**src/rtl/vga_pkg.sv**
```systemverilog
// -----------------------------------------------------------------------------
// vga_pkg
// Shared definitions for the VGA output path:
//   - default 640x480@60 timing (pixels / lines) and the derived totals
//   - sync polarity (both syncs are active-low for this mode)
//   - sync_t: the {hs, vs, de} bundle carried through the latency delay line
//   - SYNC_IDLE: value of the delay line while in reset (syncs inactive,
//     display disabled)
//   - expand332: 3-3-2 colour to 8-8-8 by bit replication
// -----------------------------------------------------------------------------
package vga_pkg;

    // Horizontal timing, in pixels
    localparam int H_ACTIVE_DEF = 640;
    localparam int H_FP_DEF     = 16;
    localparam int H_SYNC_DEF   = 96;
    localparam int H_BP_DEF     = 48;
    localparam int H_TOTAL_DEF  = H_ACTIVE_DEF + H_FP_DEF + H_SYNC_DEF + H_BP_DEF;

    // Vertical timing, in lines
    localparam int V_ACTIVE_DEF = 480;
    localparam int V_FP_DEF     = 10;
    localparam int V_SYNC_DEF   = 2;
    localparam int V_BP_DEF     = 33;
    localparam int V_TOTAL_DEF  = V_ACTIVE_DEF + V_FP_DEF + V_SYNC_DEF + V_BP_DEF;

    // clk cycles per pixel and pixel ticks of upstream latency
    localparam int PIX_DIV_DEF  = 2;
    localparam int PIPE_LAT_DEF = 1;

    // Width of the pixel/line counters
    localparam int CNT_W = 11;

    // Level driven on hSync/vSync while the sync pulse is active
    localparam logic SYNC_ACTIVE = 1'b0;

    typedef struct packed {
        logic hs;
        logic vs;
        logic de;
    } sync_t;

    localparam sync_t SYNC_IDLE = '{hs: ~SYNC_ACTIVE, vs: ~SYNC_ACTIVE, de: 1'b0};

    // Bit replication keeps full white at FF and black at 00 on every channel.
    function automatic logic [23:0] expand332(input logic [7:0] c);
        logic [2:0] r;
        logic [2:0] g;
        logic [1:0] b;
        r = c[7:5];
        g = c[4:2];
        b = c[1:0];
        return {r, r, r[2:1], g, g, g[2:1], b, b, b, b};
    endfunction

endpackage

```
**src/rtl/vga_sync_delay.sv**
```systemverilog
// -----------------------------------------------------------------------------
// vga_sync_delay
// Enable-gated shift register of DEPTH stages for the {hs, vs, de} bundle.
// Every stage resets to SYNC_IDLE.
// Ports:
//   clk     system clock
//   resetN  asynchronous, active-low reset
//   en      shift enable (one pixel tick)
//   d       raw bundle entering the line
//   q       last stage (what the display sees)
//   q_next  value that q takes on the next enabled shift; lets a register
//           loaded on the same tick line up with q
// -----------------------------------------------------------------------------
module vga_sync_delay
    import vga_pkg::*;
#(
    parameter int DEPTH = 1
) (
    input  logic  clk,
    input  logic  resetN,
    input  logic  en,
    input  sync_t d,
    output sync_t q,
    output sync_t q_next
);

    sync_t stages [DEPTH];

    always_ff @(posedge clk or negedge resetN) begin
        if (!resetN) begin
            for (int i = 0; i < DEPTH; i++) begin
                stages[i] <= SYNC_IDLE;
            end
        end else if (en) begin
            stages[0] <= d;
            for (int i = 1; i < DEPTH; i++) begin
                stages[i] <= stages[i-1];
            end
        end
    end

    assign q = stages[DEPTH-1];

    generate
        if (DEPTH == 1) begin : g_single
            assign q_next = d;
        end else begin : g_multi
            assign q_next = stages[DEPTH-2];
        end
    endgenerate

endmodule

```
**src/rtl/vga_output_controller.sv**
```systemverilog
// -----------------------------------------------------------------------------
// vga_output_controller
// Free-running raster timing generator and VGA output stage.
// A clk divider produces a one-clk pixel tick; horizontal and vertical
// counters advance on that tick and are published as pixelX/pixelY for the
// object drawers. The drawers and priority mux return a 3-3-2 colour PIPE_LAT
// ticks later, so the raw syncs and display enable are delayed by PIPE_LAT
// ticks to land on the same pixel as the registered 8-8-8 colour.
// Ports:
//   clk           system clock
//   resetN        asynchronous, active-low reset
//   RGBIn         {R[2:0],G[2:0],B[1:0]} from the object mux
//   pixTick       one-clk pixel enable
//   pixelX/Y      current horizontal / vertical count
//   drawEn        current coordinate is inside the visible area
//   startOfFrame  one-clk pulse after the tick that wraps to (0,0)
//   hSync/vSync   active-low syncs, latency aligned
//   blankN        1 while a visible pixel is on the output
//   red/green/blue expanded colour, zero outside the visible area
// -----------------------------------------------------------------------------
module vga_output_controller
    import vga_pkg::*;
#(
    parameter int H_ACTIVE = H_ACTIVE_DEF,
    parameter int H_FP     = H_FP_DEF,
    parameter int H_SYNC   = H_SYNC_DEF,
    parameter int H_BP     = H_BP_DEF,
    parameter int V_ACTIVE = V_ACTIVE_DEF,
    parameter int V_FP     = V_FP_DEF,
    parameter int V_SYNC   = V_SYNC_DEF,
    parameter int V_BP     = V_BP_DEF,
    parameter int PIX_DIV  = PIX_DIV_DEF,
    parameter int PIPE_LAT = PIPE_LAT_DEF
) (
    input  logic             clk,
    input  logic             resetN,
    input  logic [7:0]       RGBIn,
    output logic             pixTick,
    output logic [CNT_W-1:0] pixelX,
    output logic [CNT_W-1:0] pixelY,
    output logic             drawEn,
    output logic             startOfFrame,
    output logic             hSync,
    output logic             vSync,
    output logic             blankN,
    output logic [7:0]       red,
    output logic [7:0]       green,
    output logic [7:0]       blue
);

    localparam int H_TOTAL = H_ACTIVE + H_FP + H_SYNC + H_BP;
    localparam int V_TOTAL = V_ACTIVE + V_FP + V_SYNC + V_BP;

    localparam logic [CNT_W-1:0] H_LAST     = CNT_W'(H_TOTAL - 1);
    localparam logic [CNT_W-1:0] V_LAST     = CNT_W'(V_TOTAL - 1);
    localparam logic [CNT_W-1:0] H_VIS      = CNT_W'(H_ACTIVE);
    localparam logic [CNT_W-1:0] V_VIS      = CNT_W'(V_ACTIVE);
    localparam logic [CNT_W-1:0] HS_FIRST   = CNT_W'(H_ACTIVE + H_FP);
    localparam logic [CNT_W-1:0] HS_LAST    = CNT_W'(H_ACTIVE + H_FP + H_SYNC - 1);
    localparam logic [CNT_W-1:0] VS_FIRST   = CNT_W'(V_ACTIVE + V_FP);
    localparam logic [CNT_W-1:0] VS_LAST    = CNT_W'(V_ACTIVE + V_FP + V_SYNC - 1);

    // A divide-by-1 still needs a one-bit register that simply stays at 0.
    localparam int                DIV_W    = (PIX_DIV > 1) ? $clog2(PIX_DIV) : 1;
    localparam logic [DIV_W-1:0]  DIV_LAST = DIV_W'(PIX_DIV - 1);
    localparam logic [DIV_W-1:0]  DIV_ONE  = DIV_W'(1);

    // -------------------------------------------------------------------------
    // Pixel divider
    // -------------------------------------------------------------------------
    logic [DIV_W-1:0] div_q;
    logic             tick;

    // Gated by resetN so the tick is low for the whole reset, even when
    // PIX_DIV is 1 and the divider compare is always true.
    assign tick    = resetN && (div_q == DIV_LAST);
    assign pixTick = tick;

    always_ff @(posedge clk or negedge resetN) begin
        if (!resetN) begin
            div_q <= '0;
        end else if (tick) begin
            div_q <= '0;
        end else begin
            div_q <= div_q + DIV_ONE;
        end
    end

    // -------------------------------------------------------------------------
    // Raster counters and frame pulse
    // -------------------------------------------------------------------------
    logic [CNT_W-1:0] h_q;
    logic [CNT_W-1:0] v_q;
    logic             sof_q;
    logic             h_wrap;
    logic             v_wrap;

    assign h_wrap = (h_q == H_LAST);
    assign v_wrap = (v_q == V_LAST);

    always_ff @(posedge clk or negedge resetN) begin
        if (!resetN) begin
            h_q   <= '0;
            v_q   <= '0;
            sof_q <= 1'b0;
        end else begin
            // Only the tick that leaves the very last pixel of the frame
            // raises the pulse; the reset itself never does.
            sof_q <= tick && h_wrap && v_wrap;
            if (tick) begin
                if (h_wrap) begin
                    h_q <= '0;
                    v_q <= v_wrap ? '0 : v_q + CNT_W'(1);
                end else begin
                    h_q <= h_q + CNT_W'(1);
                end
            end
        end
    end

    assign pixelX       = h_q;
    assign pixelY       = v_q;
    assign startOfFrame = sof_q;
    assign drawEn       = (h_q < H_VIS) && (v_q < V_VIS);

    // -------------------------------------------------------------------------
    // Raw syncs for the coordinate currently issued
    // -------------------------------------------------------------------------
    logic  in_hs;
    logic  in_vs;
    sync_t raw;

    assign in_hs  = (h_q >= HS_FIRST) && (h_q <= HS_LAST);
    assign in_vs  = (v_q >= VS_FIRST) && (v_q <= VS_LAST);
    assign raw.hs = in_hs ? SYNC_ACTIVE : ~SYNC_ACTIVE;
    assign raw.vs = in_vs ? SYNC_ACTIVE : ~SYNC_ACTIVE;
    assign raw.de = drawEn;

    // -------------------------------------------------------------------------
    // Latency alignment
    // -------------------------------------------------------------------------
    sync_t dly_q;
    sync_t dly_next;

    vga_sync_delay #(
        .DEPTH (PIPE_LAT)
    ) u_sync_delay (
        .clk    (clk),
        .resetN (resetN),
        .en     (tick),
        .d      (raw),
        .q      (dly_q),
        .q_next (dly_next)
    );

    assign hSync  = dly_q.hs;
    assign vSync  = dly_q.vs;
    assign blankN = dly_q.de;

    // -------------------------------------------------------------------------
    // Colour register
    // Loaded on the same tick that moves dly_next into dly_q, so the colour
    // and blankN always describe the same pixel.
    // -------------------------------------------------------------------------
    always_ff @(posedge clk or negedge resetN) begin
        if (!resetN) begin
            red   <= '0;
            green <= '0;
            blue  <= '0;
        end else if (tick) begin
            if (dly_next.de) begin
                {red, green, blue} <= expand332(RGBIn);
            end else begin
                red   <= '0;
                green <= '0;
                blue  <= '0;
            end
        end
    end

endmodule

```
**config.mk**
```make
export PLATFORM = sky130hd
export DESIGN_NAME = vga_output_controller
export DESIGN_NICKNAME = d
export VERILOG_FILES = /design/src/rtl/vga_pkg.sv /design/src/rtl/vga_sync_delay.sv /design/src/rtl/vga_output_controller.sv
export SDC_FILE = /design/constraint.sdc
export NUM_CORES = 1
export LEC_CHECK = 0
export ABC_CLOCK_PERIOD_IN_PS = 3800
export BUFFER_PORTS_ARGS = -buffer_cell sky130_fd_sc_hd__buf_2
export CAP_MARGIN = 5
export CORE_AREA = 2 2 90 92
export CTS_CLUSTER_DIAMETER = 40
export CTS_CLUSTER_SIZE = 20
export DETAILED_ROUTE_END_ITERATION = 16
export DIE_AREA = 0 0 92 94
export PLACE_DENSITY = 0.48
export SYNTH_ARGS = -nofsm -noshare
export SYNTH_HDL_FRONTEND = slang
export SYNTH_HIERARCHICAL = 1
export SYNTH_SLANG_ARGS = --single-unit
```
**constraint.sdc**
```tcl
create_clock -name clk -period 3.8 [get_ports clk]
set_clock_uncertainty 0.1 [all_clocks]
set_input_delay 0.57 -clock clk [delete_from_list [all_inputs] [get_ports clk]]
set_output_delay 0.57 -clock clk [all_outputs]
set_load 0.01 [all_outputs]
```
==> results.sh <==
export IMPL_worstPathMaxFanout=12
export IMPL_drive_gt1_share_pct=34.2
export IMPL_grt_pass1_vias=1422
export IMPL_antenna_found_initial=0
export IMPL_hold_path_class="in -> async"
export IMPL_clockPowerShare_pct=33.8
export IMPL_cts_buffer_depth=2
export IMPL_num_vias=1515
export IMPL_die_area_um2=8650
export IMPL_finalSetupTns_ps=0
export IMPL_fin_hold_ws_ps=244
export IMPL_critPathKind="reg -> reg"
export IMPL_min_period_ps=2380
export IMPL_highest_layer="met4"
export IMPL_nets=252
export IMPL_switching_share_pct=27.9
export IMPL_hold_viol_final=0
export IMPL_io_buffers=61
export IMPL_r2r_cells=4
export IMPL_path_cells="or4b_4, or4_4, or4_1, o21ai_0"
export IMPL_cts_hold_buf=0
export IMPL_yosys_warnings=6
export IMPL_syn_inst=190
export IMPL_cts_sink_count=35
export IMPL_timing_final_ws_setup_ps=1420
export IMPL_cts_resized=0
export IMPL_power_frac_comb_pct=12.4
export IMPL_drv_slew=0
export IMPL_critPathArrivalTime_ps=2490
export IMPL_fp_row_count=32
export IMPL_critical_path_max_stage_delay_ps=590
export IMPL_postSynthAreaPerCell_um2=9.67
export IMPL_slew_headroom_pct=69.4
export IMPL_overflow=0
export IMPL_synth_cell_area_um2=1840
export IMPL_wl_met2_mm=2.05
export IMPL_met1Wirelength_mm=1.93
export IMPL_syn_to_final_growth_pct=21.4
export IMPL_cts_clk_slew_worst_paths_ps=70
export IMPL_pwr_share_seq_pct=53.8
export IMPL_status="completed"
export IMPL_synth_net_count=203
export IMPL_p_leak_nw=1.15
export IMPL_ios=62
export IMPL_crit_required_ps=3910
export IMPL_clock_fmax_mhz=421
export IMPL_power_density_nw_per_um2=351
export IMPL_worstSetupEndpointType="register"
export IMPL_cts_setup_buffers=0
export IMPL_wirelength_mm=4.34
export IMPL_drt_first_pass_iters=4
export IMPL_cts_inserted_buffers=5
export IMPL_start_kind="register"
export IMPL_vias_per_cell=4.43
export IMPL_final_cell_area_um2=2230
export IMPL_p_total_mw=0.783
export IMPL_rsz0062_at_grt="false"
export IMPL_critical_path_slowest_cell="or4_4"
export IMPL_period_share_pct=62.5
export IMPL_grt_max_degree=36
export IMPL_dr_wl_met3_um=287
export IMPL_coreArea_um2=7610
export IMPL_maxCapViolCount=0
export IMPL_pre_cts_ws_ps=1420
export IMPL_dieHeight_um=94
export IMPL_gp_congestion=0.753
export IMPL_place_area_um2=2150
export IMPL_cts_tree="yes"
export IMPL_fp_dieW_um=92
export IMPL_globalRouteTotalUtil_pct=10.7
export IMPL_wl_per_cell_um=12.7
export IMPL_cts_root_buf="clkbuf_8"
export IMPL_insertion_delay_ps=290
export IMPL_fillers=845
export IMPL_worst_pin_slew_ps=458
export IMPL_dpl_hpwl_mm=3.15
export IMPL_grt_pass1_wl_mm=7.21
export IMPL_setup_viol=0
export IMPL_drc=0
export IMPL_internal_power_mw=0.565
export IMPL_drt_initial_drc_count=57
export IMPL_ir_drop_mv=0.111
export IMPL_cts_htree_levels=2
export IMPL_start_util_pct=24.2
export IMPL_num_antenna_cells=0
export IMPL_p_switching_mw=0.218
export IMPL_drtAntennaViolNets=0
==> flip-flops by register name, indices dropped and copies added, names as in the netlist <==
signal / cells
div_q: 1
green: 3
red: 3
pixelX: 11
u_sync_delay/q: 3
blue: 2
startOfFrame: 1
pixelY: 11
==> area by class of cell <==
type                       instances  area, um^2  area share [%]
clock buffer                       7        76.3            3.42
clock inverter                     1        5.00           0.224
inverter                           8        30.0            1.35
multi-input combinational        123         772            34.6
sequential                        35         878            39.3
tap                              102         128            5.72
timing repair buffer              66         343            15.4
==> metal layers <==
metal	up-vias	track usage, %
li1	753	-
met5	-	0
met3	6	3.69
met4	0	4.35
met1	713	13.4
met2	43	17.0
==> final timing paths <==
path | start | end | slack, ps
worst max-delay path | pixelX[5] | pixelY[6] | 1420
worst min-delay path | resetN | pixelY[8] | 240
worst max register to register | pixelX[5] | pixelY[6] | 1420
worst min register to register | div_q | div_q | 310
max in group asynchronous | resetN | u_sync_delay/q[2] | 3000
min in group clk | div_q | div_q | 310
==> cells in the final DEF, fill, tap and decap left out, types with 2 or more instances in the layout <==
master    count
nor2_1       10
nor3_1        3
mux2_2        4
and4_1        4
buf_2        61
nor4bb_1      2
and3_1        3
xnor2_1       5
a21oi_1       5
a21o_1        2
xor2_1        5
nor3b_1       2
o21ai_0       8
ha_1          3
clkbuf_8      5
nand4_1       6
dfstp_2       2
a22o_1        2
clkbuf_1      2
nand2_1      23
nand3_1      18
dfrtp_1      33
inv_1         8
or4_1         2
nor4_1        3
buf_4         5
==> power groups by stage <==
stage / Sequential [mW] / Combinational [mW] / Clock, mW
after global placement: 0.428 / 0.100 / 0
after floorplan: 0.431 / 0.0499 / 0
after CTS: 0.422 / 0.101 / 0.277
after global routing: 0.428 / 0.111 / 0.291
final: 0.421 / 0.0975 / 0.265
after detailed placement: 0.429 / 0.100 / 0
==> stage by stage <==
| stage | cells | utilization [%] |
|---|---|---|
| floorplan | 190 | - |
| global placement | 334 | 28.3 |
| detailed placement | 334 | 28.3 |
| CTS | 342 | 29.3 |
| global route | 342 | 29.3 |
| finish | 342 | 29.3 |
==> critical path: cells and delay by family (launching register included) <==
family          cells  cell delay [ps]
simple gates        3             1670
flops               1              460
compound gates      1               80
Note: power is estimated with default switching activity, not from simulation.
